<file path="config.mk">
export PLATFORM = sky130hd
export DESIGN_NAME = fiber_bank_arbiter
export DESIGN_NICKNAME = d
export VERILOG_FILES = /design/src/rtl/fiber_bank_arbiter.sv
export SDC_FILE = /design/constraint.sdc
export NUM_CORES = 1
export LEC_CHECK = 0
export ABC_AREA = 1
export CAP_MARGIN = 30
export CORE_AREA = 5 5 186 188
export DETAILED_ROUTE_END_ITERATION = 8
export DIE_AREA = 0 0 191 193
export GPL_TIMING_DRIVEN = 0
export PLACE_DENSITY = 0.51
export RECOVER_POWER = 50
export SYNTH_ARGS = -nofsm -noshare
export SYNTH_HDL_FRONTEND = slang
export SYNTH_SLANG_ARGS = --single-unit
</file>
<file path="constraint.sdc">
create_clock -name i_clk -period 3.8 [get_ports i_clk]
set_input_delay 0.57 -clock i_clk [delete_from_list [all_inputs] [get_ports i_clk]]
set_output_delay 0.57 -clock i_clk [all_outputs]
set_load 0.02 [all_outputs]
</file>
<file path="src/rtl/fiber_bank_arbiter.sv">
// fiber_bank_arbiter: round-robin front end multiplexing NUM_PE request channels onto one fiberBank
// request port, with an in-order owner FIFO that steers bank read responses back to the issuing PE.
module fiber_bank_arbiter #(
  parameter int unsigned NUM_PE     = 4,
  parameter int unsigned DATA_WIDTH = 16,
  parameter int unsigned ADDR_WIDTH = 64,
  parameter int unsigned OWN_DEPTH  = 8
) (
  input  logic                             i_clk,
  input  logic                             i_nreset,
  input  logic [NUM_PE*4-1:0]              i_pe_request_type,
  input  logic [NUM_PE*ADDR_WIDTH-1:0]     i_pe_addr,
  input  logic [NUM_PE*DATA_WIDTH-1:0]     i_pe_data,
  input  logic [NUM_PE-1:0]                i_pe_type_valid,
  output logic [NUM_PE-1:0]                o_pe_type_ready,
  output logic [DATA_WIDTH-1:0]            o_pe_data_o,
  output logic [NUM_PE-1:0]                o_pe_data_o_valid,
  input  logic [NUM_PE-1:0]                i_pe_data_o_ready,
  output logic [3:0]                       o_bank_request_type,
  output logic [ADDR_WIDTH-1:0]            o_bank_addr,
  output logic [DATA_WIDTH-1:0]            o_bank_data,
  output logic                             o_bank_type_valid,
  input  logic                             i_bank_type_ready,
  input  logic [DATA_WIDTH-1:0]            i_bank_data_o,
  input  logic                             i_bank_data_o_valid,
  output logic                             o_bank_data_o_ready,
  output logic [$clog2(OWN_DEPTH+1)-1:0]   o_outstanding,
  output logic                             o_drop
);

  localparam int unsigned PW = $clog2(NUM_PE);
  localparam int unsigned FW = $clog2(OWN_DEPTH);
  localparam int unsigned CW = $clog2(OWN_DEPTH + 1);

  logic [3:0]            pe_type [NUM_PE];
  logic [ADDR_WIDTH-1:0] pe_addr [NUM_PE];
  logic [DATA_WIDTH-1:0] pe_data [NUM_PE];
  logic [NUM_PE-1:0]     type_ok;
  logic [NUM_PE-1:0]     rd_like;
  logic [NUM_PE-1:0]     eligible;
  logic [NUM_PE-1:0]     malformed;

  logic [PW-1:0] rr_q, rr_d;
  logic          lock_q, lock_d;
  logic [PW-1:0] lock_idx_q, lock_idx_d;

  logic [FW-1:0] wr_ptr_q, wr_ptr_d;
  logic [FW-1:0] rd_ptr_q, rd_ptr_d;
  logic [CW-1:0] count_q, count_d;
  logic [PW-1:0] own_mem_q [OWN_DEPTH];

  logic          full;
  logic          empty;
  logic [PW-1:0] head;

  logic [PW:0]   scan_sum;
  logic [PW-1:0] scan_idx;
  logic [PW-1:0] cand_idx;
  logic          cand_found;

  logic [PW-1:0] sel_idx;
  logic [PW-1:0] sel_next;
  logic          fwd;
  logic          drop;
  logic          accept;
  logic          push;
  logic          pop;

  assign full  = (count_q == CW'(OWN_DEPTH));
  assign empty = (count_q == '0);
  assign head  = own_mem_q[rd_ptr_q];

  // Per-PE decode: READ/CONSUME are held off while the owner FIFO is full (registered full).
  always_comb begin : pe_decode
    for (int unsigned k = 0; k < NUM_PE; k++) begin
      pe_type[k]   = i_pe_request_type[4*k +: 4];
      pe_addr[k]   = i_pe_addr[ADDR_WIDTH*k +: ADDR_WIDTH];
      pe_data[k]   = i_pe_data[DATA_WIDTH*k +: DATA_WIDTH];
      type_ok[k]   = $onehot(pe_type[k]);
      rd_like[k]   = pe_type[k][1] | pe_type[k][3];
      eligible[k]  = i_pe_type_valid[k] & type_ok[k] & ~(rd_like[k] & full);
      malformed[k] = i_pe_type_valid[k] & ~type_ok[k];
    end
  end

  // First PE at/after the RR pointer that is either grantable or due to be dropped.
  always_comb begin : rr_scan
    cand_found = 1'b0;
    cand_idx   = rr_q;
    scan_sum   = '0;
    scan_idx   = '0;
    for (int unsigned i = 0; i < NUM_PE; i++) begin
      scan_sum = {1'b0, rr_q} + (PW+1)'(i);
      if (scan_sum >= (PW+1)'(NUM_PE)) begin
        scan_sum = scan_sum - (PW+1)'(NUM_PE);
      end
      scan_idx = scan_sum[PW-1:0];
      if (!cand_found && (eligible[scan_idx] || malformed[scan_idx])) begin
        cand_found = 1'b1;
        cand_idx   = scan_idx;
      end
    end
  end

  // A stalled grant stays locked to the same PE until the bank accepts it.
  always_comb begin : grant
    sel_idx  = lock_q ? lock_idx_q : cand_idx;
    fwd      = lock_q | (cand_found & eligible[cand_idx]);
    drop     = ~lock_q & cand_found & malformed[cand_idx];
    accept   = fwd & i_bank_type_ready;
    push     = accept & rd_like[sel_idx];
    sel_next = (sel_idx == PW'(NUM_PE - 1)) ? '0 : sel_idx + PW'(1);
  end

  always_comb begin : bank_side
    o_bank_type_valid   = fwd;
    o_bank_request_type = fwd ? pe_type[sel_idx] : '0;
    o_bank_addr         = fwd ? pe_addr[sel_idx] : '0;
    o_bank_data         = fwd ? pe_data[sel_idx] : '0;
    o_drop              = drop;
    o_pe_type_ready     = '0;
    if (accept || drop) begin
      o_pe_type_ready[sel_idx] = 1'b1;
    end
  end

  // Responses go to the FIFO head only; orphan bank data with an empty FIFO is stalled.
  always_comb begin : resp_side
    o_pe_data_o         = i_bank_data_o;
    o_bank_data_o_ready = ~empty & i_pe_data_o_ready[head];
    pop                 = i_bank_data_o_valid & o_bank_data_o_ready;
    o_pe_data_o_valid   = '0;
    for (int unsigned k = 0; k < NUM_PE; k++) begin
      o_pe_data_o_valid[k] = ~empty & i_bank_data_o_valid & (head == PW'(k));
    end
  end

  always_comb begin : next_state
    rr_d       = (accept || drop) ? sel_next : rr_q;
    lock_d     = fwd & ~i_bank_type_ready;
    lock_idx_d = lock_d ? sel_idx : lock_idx_q;
    wr_ptr_d   = push ? wr_ptr_q + FW'(1) : wr_ptr_q;
    rd_ptr_d   = pop ? rd_ptr_q + FW'(1) : rd_ptr_q;
    count_d    = count_q + CW'(push) - CW'(pop);
  end

  always_ff @(posedge i_clk or negedge i_nreset) begin : state_regs
    if (!i_nreset) begin
      rr_q       <= '0;
      lock_q     <= 1'b0;
      lock_idx_q <= '0;
      wr_ptr_q   <= '0;
      rd_ptr_q   <= '0;
      count_q    <= '0;
    end else begin
      rr_q       <= rr_d;
      lock_q     <= lock_d;
      lock_idx_q <= lock_idx_d;
      wr_ptr_q   <= wr_ptr_d;
      rd_ptr_q   <= rd_ptr_d;
      count_q    <= count_d;
    end
  end

  // Owner storage needs no reset: occupancy and pointers define validity.
  always_ff @(posedge i_clk) begin : owner_mem
    if (push) begin
      own_mem_q[wr_ptr_q] <= sel_idx;
    end
  end

  assign o_outstanding = count_q;

endmodule
</file>
==> summary.txt, run 1 <==
Run status -> finished with violations
Failing checks -> setup timing
Final worst setup slack -> -0.955 ns
Post-CTS Hold Buffers -> 0
Avg WL per Cell -> 20.0 um
Leading cell types in the layout, fill and taps excluded -> sky130_fd_sc_hd__clkdlybuf4s50_1, sky130_fd_sc_hd__nand2_1, sky130_fd_sc_hd__inv_1, sky130_fd_sc_hd__buf_6, sky130_fd_sc_hd__buf_4
Reg clk slew, reported paths -> 0.05 ns
Largest area contributor in the netlist -> sky130_fd_sc_hd__nand2_1
CTS H-tree depth -> 2
Count of maximum capacitance violations -> 0
Worst-case hold slack -> 0.487 ns
Global-route track usage on met3 -> 0.0414
Final setup violating endpoints -> 114
Slew Viols, Final -> 0
Total iterations of the first detailed-routing run -> 5
Average size of a mapped cell -> 5.79 um^2
Global route total overflow -> 0
Number of design rule violations left after detail routing -> 0
Die width -> 191 um
Number of filler cells placed in the layout -> 3384
Highest clock frequency the design can meet -> 210 MHz
Area of the multi-input gates -> 0.00504 mm^2
Capture instance of the worst register-to-register path -> o_outstanding[2]$_DFF_PN0_
TritonCTS buffer count -> 5
Worst min-delay path category -> flip-flop to flip-flop
Number of nets produced by synthesis -> 1496
Number of antenna violations at the first check in global routing -> 8
Io pins -> 479
Clock insertion delay at the later pin of the skew report -> 0.27 ns
Mapped Cells -> 1107
Startpoint types -> input pin
Post-route minimum period -> 4.75 ns
Data required, critical path -> 3.23 ns
Count of buffers from port buffering -> 462
Core box area -> 0.0329 mm^2
Pin count of the biggest net entering global routing -> 20
Ratio of final minimum period to clock period -> 1.25
FF-to-FF path depth -> 27
Endpoints failing hold -> 0
Critical path start-end classification -> input pin to output port
Crit path DAT -> 4.18 ns
GR Util met1 -> 0.252
Met2 GRT Util -> 0.386
Detailed-route via count -> 9574
RR Startpoint -> o_outstanding[2]$_DFF_PN0_
Fraction of the yosys area taken by sequential cells -> 0.134
Count of different cell masters after synthesis -> 35
Grt peak-use layer -> met2
Effective utilization at floorplan -> 0.194
Number of routed nets with antenna violations -> 0
Global-route wire length before repair -> 58.8 mm
Total number of placement rows -> 67
Number of warnings reported in the yosys synthesis log -> 0
Starting DRT DRC Count -> 352
Post-synthesis instance area -> 0.00640 mm^2
Estimated wirelength of the detail-placed design -> 32.1 mm
Total number of clock tree sinks -> 31
Die height -> 193 um
Routability Congestion -> 0.920
RSZ-0062 raised after global routing -> true
Critical path endpoint category -> output port
Via count of the first global-routing pass -> 9414
Final setup skew -> 0.00424 ns
Share of the synthesized area in the top cell type -> 0.164
Area overhead of the layout relative to synthesis -> 135%
Flops & latches, synth -> 31
Overall fraction of global-route tracks in use -> 0.209
Cells taking the most area after synthesis -> sky130_fd_sc_hd__nand2_1, sky130_fd_sc_hd__inv_1, sky130_fd_sc_hd__o211ai_2, sky130_fd_sc_hd__o21ai_0, sky130_fd_sc_hd__edfxtp_1
FF+latch area -> 856 um^2
Clock root buffer -> sky130_fd_sc_hd__clkbuf_16
Clock tree from TritonCTS -> done
Detail-routed via count per cell -> 4.42
Slew at the pin closest to its max-slew limit -> 0.771 ns
Min-Delay Endpoint -> lock_idx_q[0]$_DFFE_PN0P_
Die footprint -> 0.0369 mm^2
Launch instance of the worst min-delay path -> lock_idx_q[0]$_DFFE_PN0P_
Hold Path Depth -> 2
Slew headroom -> 0.484
Startpoint of the most critical setup path -> i_pe_request_type[13]
Worst Path Max Fanout -> 10
Worst-case clock buffer depth -> 2
Nets -> 2098
Slack of the worst reg-to-reg path -> -0.18 ns
Total detailed-routing wirelength -> 43.4 mm
Fraction of final layout cells sized beyond drive strength 1 -> 0.388
Most common cell after layout, fill and taps aside -> sky130_fd_sc_hd__clkdlybuf4s50_1
worst max-delay path by stage:
stage	end	slack [ns]	cells past startpoint
floorplan	o_outstanding[2]$_DFF_PN0_	-0.44	29
global placement	o_bank_addr[0]	-2.38	24
detailed placement	o_bank_addr[0]	-2.42	24
CTS	o_pe_type_ready[2]	-1.02	28
global route	o_bank_addr[7]	-1.13	29
finish	o_bank_addr[54]	-0.95	28
critical path: stages:
cell and delay [ns]:
sky130_fd_sc_hd__buf_6 0.07, sky130_fd_sc_hd__inv_4 0.03, sky130_fd_sc_hd__fa_1 0.52, sky130_fd_sc_hd__inv_1 0.05, sky130_fd_sc_hd__ha_2 0.18, sky130_fd_sc_hd__ha_4 0.20, sky130_fd_sc_hd__nand3b_1 0.21, sky130_fd_sc_hd__buf_6 0.17
sky130_fd_sc_hd__nor2_4 0.09, sky130_fd_sc_hd__nand2_2 0.09, sky130_fd_sc_hd__nand2_2 0.09, sky130_fd_sc_hd__nand2_2 0.08, sky130_fd_sc_hd__nand2_2 0.08, sky130_fd_sc_hd__nand2_4 0.08, sky130_fd_sc_hd__nand4_1 0.16, sky130_fd_sc_hd__nand2_4 0.09
sky130_fd_sc_hd__nand3_4 0.11, sky130_fd_sc_hd__nand2_4 0.08, sky130_fd_sc_hd__buf_12 0.15, sky130_fd_sc_hd__buf_8 0.12, sky130_fd_sc_hd__buf_16 0.13, sky130_fd_sc_hd__buf_12 0.12, sky130_fd_sc_hd__buf_12 0.13, sky130_fd_sc_hd__o211ai_1 0.16
sky130_fd_sc_hd__o21ai_1 0.11, sky130_fd_sc_hd__nand2_2 0.11, sky130_fd_sc_hd__inv_2 0.04, sky130_fd_sc_hd__buf_4 0.15
routing by layer:
| metal | share of wire | up-vias |
|---|---|---|
| li1 | - | 4704 |
| met1 | 0.41 | 4492 |
| met2 | 0.51 | 341 |
| met3 | 0.065 | 35 |
| met4 | 0.016 | 2 |
| met5 | 0.00042 | - |
area by class of cell:
class | instances | area share
Inverter | 231 | 0.0598
Clock buffer | 5 | 0.00831
Multi-Input combinational cell | 759 | 0.335
Sequential cell | 31 | 0.0569
Timing Repair Buffer | 599 | 0.426
Buffer | 82 | 0.0736
Antenna cell | 7 | 0.00116
Clock inverter | 3 | 0.00258
Tap cell | 448 | 0.0372
sequential cells by signal, summed over array words and instances (netlist names):
signal	cells
lock_q	1
lock_idx_q	2
wr_ptr_q	3
own_mem_q	16
o_outstanding	4
rd_ptr_q	3
rr_q	2
logic make-up after synthesis:
family	after synthesis	share of synthesized area
adder cells (fa/ha/maj)	25	0.0547
AND/OR/NAND/NOR	458	0.289
multiplexers	2	0.00313
flip-flops	31	0.134
buffers and inverters	317	0.228
XOR/XNOR	6	0.0111
AO/OA/AOI/OAI	268	0.281
timing repair:
action,in CTS,in global routing
pin swaps,47,117
endpoints found under the setup margin,134,129
gates resized for setup,656,363
setup buffers,72,44
cloned,5,18
endpoints found under the hold margin,0,0
synth_stat cells:
cell	count
sky130_fd_sc_hd__dfrtp_1	15
sky130_fd_sc_hd__nand3b_1	2
sky130_fd_sc_hd__ha_1	20
sky130_fd_sc_hd__a21oi_1	3
sky130_fd_sc_hd__or2_2	1
sky130_fd_sc_hd__buf_6	20
sky130_fd_sc_hd__o21ai_1	77
sky130_fd_sc_hd__nand3_1	44
sky130_fd_sc_hd__buf_1	3
sky130_fd_sc_hd__xor2_4	1
sky130_fd_sc_hd__o221ai_1	2
sky130_fd_sc_hd__nor2_2	1
sky130_fd_sc_hd__o211ai_2	45
sky130_fd_sc_hd__xnor2_1	1
sky130_fd_sc_hd__mux2i_1	2
sky130_fd_sc_hd__nand3_2	2
sky130_fd_sc_hd__and2_1	1
sky130_fd_sc_hd__o211ai_1	38
sky130_fd_sc_hd__o21ai_0	98
sky130_fd_sc_hd__nand4_1	3
sky130_fd_sc_hd__o21bai_1	3
sky130_fd_sc_hd__o32ai_1	2
sky130_fd_sc_hd__nand2_2	9
sky130_fd_sc_hd__fa_1	5
sky130_fd_sc_hd__nor3_1	4
sky130_fd_sc_hd__edfxtp_1	16
sky130_fd_sc_hd__nand2_1	280
sky130_fd_sc_hd__inv_1	228
sky130_fd_sc_hd__buf_4	23
sky130_fd_sc_hd__clkbuf_1	14
sky130_fd_sc_hd__buf_2	26
sky130_fd_sc_hd__xor2_1	4
sky130_fd_sc_hd__nor2_4	2
sky130_fd_sc_hd__nor2_1	109
sky130_fd_sc_hd__inv_2	3
metrics by stage:
stage	area [um^2]	worst slack [ns]	TNS, ns	util	std cells
6_report	15100	-0.955	-88.86	0.457	2165
5_1_grt	15100	-1.13	-110.14	0.457	2165
4_1_cts	13300	-1.02	-81.22	0.404	2101
3_5_place_dp	11900	-2.42	-224.52	0.360	2017
3_3_place_gp	11900	-2.38	-220.71	0.360	2017
2_1_floorplan	6690	-0.445	-19.19	-	1107
Power of run 1 is left out: the tool's default activity adds up to more than one toggle a clock period on the data nets, which glitch-free logic cannot reach.
==> inputs of run 2 (changes only) <==
--- a/config.mk
+++ b/config.mk
@@ -10,6 +10,7 @@
 export CORE_AREA = 5 5 186 188
 export DETAILED_ROUTE_END_ITERATION = 8
 export DIE_AREA = 0 0 191 193
+export GPL_ROUTABILITY_DRIVEN = 0
 export GPL_TIMING_DRIVEN = 0
 export PLACE_DENSITY = 0.51
 export RECOVER_POWER = 50
==> summary.txt, run 2 (synthesis gave the netlist of run 1 again) <==
Worst-case clock buffer depth -> 2 (unchanged)
Die height -> 193 um (unchanged)
Run status -> finished with violations
Final instance area -> 0.0154 mm^2 (+2.1%)
Post-CTS Hold Buffers -> 0 (unchanged)
Clock tree from TritonCTS -> done
Crit path DAT -> 4.18 ns (about the same)
Leading cell types in the layout, fill and taps excluded -> sky130_fd_sc_hd__clkdlybuf4s50_1, sky130_fd_sc_hd__nand2_1, sky130_fd_sc_hd__buf_6, sky130_fd_sc_hd__inv_1, sky130_fd_sc_hd__inv_2
Global route total overflow -> 0 (unchanged)
Data required, critical path -> 3.23 ns (about the same)
Total number of clock tree sinks -> 31 (unchanged)
Category of cells accounting for the largest share of critical-path delay -> simple AND/OR/NAND/NOR gates
Clock insertion delay at the later pin of the skew report -> 0.27 ns (about the same)
Worst-case hold slack -> 0.501 ns (+0.0136 ns)
Startpoint types -> input pin
Most common cell after layout, fill and taps aside -> sky130_fd_sc_hd__clkdlybuf4s50_1
Reg clk slew, reported paths -> 0.05 ns (about the same)
Count of buffers from port buffering -> 462 (unchanged)
Total detailed-routing wirelength -> 43.5 mm (+0.32%)
Endpoints failing hold -> 0 (unchanged)
Avg WL per Cell -> 19.9 um (-0.78%)
Post-route minimum period -> 4.75 ns (-0.00168 ns)
Critical path start-end classification -> input pin to output port
Total cell area at the placement stage -> 0.0119 mm^2 (unchanged)
Slack of the worst reg-to-reg path -> -0.34 ns (-0.16 ns)
Ratio of final minimum period to clock period -> 1.25 (about the same)
Hold Path Depth -> 2 (unchanged)
Total iterations of the first detailed-routing run -> 5 (unchanged)
Worst min-delay path category -> flip-flop to flip-flop
Register containing the most flip-flops in the final layout -> own_mem_q
Setup tns final -> -91.11 ns (-2.25 ns)
Number of flip-flops in the largest register -> 16 (unchanged)
Estimated wirelength of the detail-placed design -> 31.6 mm (-1.5%)
Final setup violating endpoints -> 117 (+2.6%)
Number of filler cells placed in the layout -> 3273 (-3.3%)
Total number of placement rows -> 67 (unchanged)
RR Startpoint -> o_outstanding[2]$_DFF_PN0_
FF-to-FF path depth -> 27 (unchanged)
Count of maximum capacitance violations -> 0 (unchanged)
CTS H-tree depth -> 2 (unchanged)
Number of design rule violations left after detail routing -> 0 (unchanged)
Fraction of final layout cells sized beyond drive strength 1 -> 0.399 (+0.0111)
Failing checks -> setup timing
Core box area -> 0.0329 mm^2 (unchanged)
Delay of the slowest critical-path stage -> 0.53 ns (about the same)
Final setup skew -> 0.00259 ns (-0.00165 ns)
Via count of the first global-routing pass -> 9617 (+2.2%)
Die footprint -> 0.0369 mm^2 (unchanged)
Nets -> 2123 (+1.2%)
Critical path endpoint category -> output port
Area overhead of the layout relative to synthesis -> 140%
Slew headroom -> 0.513 (+0.0287)
Cell with the largest stage delay on the worst path -> sky130_fd_sc_hd__fa_1
Overall fraction of global-route tracks in use -> 0.211 (+0.00163)
Slew Viols, Final -> 0 (unchanged)
Number of routed nets with antenna violations -> 0 (unchanged)
Io pins -> 479 (unchanged)
Global-route wire length before repair -> 59.4 mm (+1.1%)
Pre-CTS worst setup slack -> -2.42 ns (+0.000960 ns)
Capture instance of the worst register-to-register path -> o_outstanding[2]$_DFF_PN0_
Slew at the pin closest to its max-slew limit -> 0.728 ns (-0.0429 ns)
Final worst setup slack -> -0.953 ns (+0.00168 ns)
Starting DRT DRC Count -> 495 (+41%)
Clock root buffer -> sky130_fd_sc_hd__clkbuf_16
Number of antenna violations at the first check in global routing -> 6 (-2)
Launch instance of the worst min-delay path -> lock_idx_q[0]$_DFFE_PN0P_
Highest clock frequency the design can meet -> 210 MHz (about the same)
Min-Delay Endpoint -> lock_idx_q[0]$_DFFE_PN0P_
Effective utilization at floorplan -> 0.194 (unchanged)
Detail-routed via count per cell -> 4.43 (+0.18%)
Die width -> 191 um (unchanged)
Pin count of the biggest net entering global routing -> 20 (unchanged)
Buf/Inv on CP -> 10 (-1)
Worst Path Max Fanout -> 6 (-4)
Detailed-route via count -> 9698 (+1.3%)
RSZ-0062 raised after global routing -> true
TritonCTS buffer count -> 5 (unchanged)
[run 2: cell types whose count changed in the layout (fill, tap and decap cells not counted), sizes merged]
cell,before,now
diode,7,6
bufinv,1,0
clkbuf,39,30
buf,287,322
[run 2: area by class of cell]
type | count | area [um^2] | share of cell area
clock inverter | 2 | 7.51 | 0.000489
buffer | 81 | 1090 | 0.0711
timing repair buffer | 625 | 6720 | 0.438
sequential | 31 | 856 | 0.0557
inverter | 231 | 907 | 0.0590
multi-input combinational | 759 | 5070 | 0.330
tap | 448 | 561 | 0.0365
clock buffer | 6 | 129 | 0.00839
antenna | 6 | 15.0 | 0.000977
[run 2: how the worst max path moves through the flow]
| stage | start | endpoint | slack (ns) | cells after the start |
|---|---|---|---|---|
| finish | i_pe_request_type[8] | o_bank_data[10] | -0.95 | 27 |
| global route | i_pe_request_type[8] | o_bank_data[11] | -1.10 | 29 |
| CTS | i_pe_request_type[15] | o_bank_addr[10] | -0.92 | 28 |
| detailed placement | i_pe_request_type[15] | o_bank_addr[0] | -2.42 | 24 |
| global placement | i_pe_request_type[15] | o_bank_addr[0] | -2.39 | 24 |
| floorplan | i_pe_request_type[15] | o_outstanding[2]$_DFF_PN0_ | -0.44 | 29 |
[run 2: repair_timing]
action	CTS	global route
pin swaps	60	94
setup buffers	97	52
endpoints found under the hold margin	0	0
endpoints found under the setup margin	134	129
resized for setup	824	264
gates cloned	11	15
[run 2: worst register-to-register path, delay by kind of cell (launching register included)]
kind	cells	cell delay, ns
simple gates	16	1.79
fa+ha+maj	4	1.06
buf+inv	6	0.61
flops	1	0.38
xor+xnor	1	0.16
[run 2: per-layer routing]
layer  wire length, um  vias to the layer above  track usage
li1                  -                     4760            -
met1             17600                     4524        0.255
met2             22000                      367        0.383
met3              2930                       47       0.0423
met4               932                        0       0.0528
met5                 0                        -            0
[run 2: metrics by stage]
stage | util | cells
2_1_floorplan | - | 1107
3_3_place_gp | 0.360 | 2017
3_5_place_dp | 0.360 | 2017
4_1_cts | 0.423 | 2133
5_1_grt | 0.466 | 2189
6_report | 0.466 | 2189
Power of run 2 is left out for the same reason.
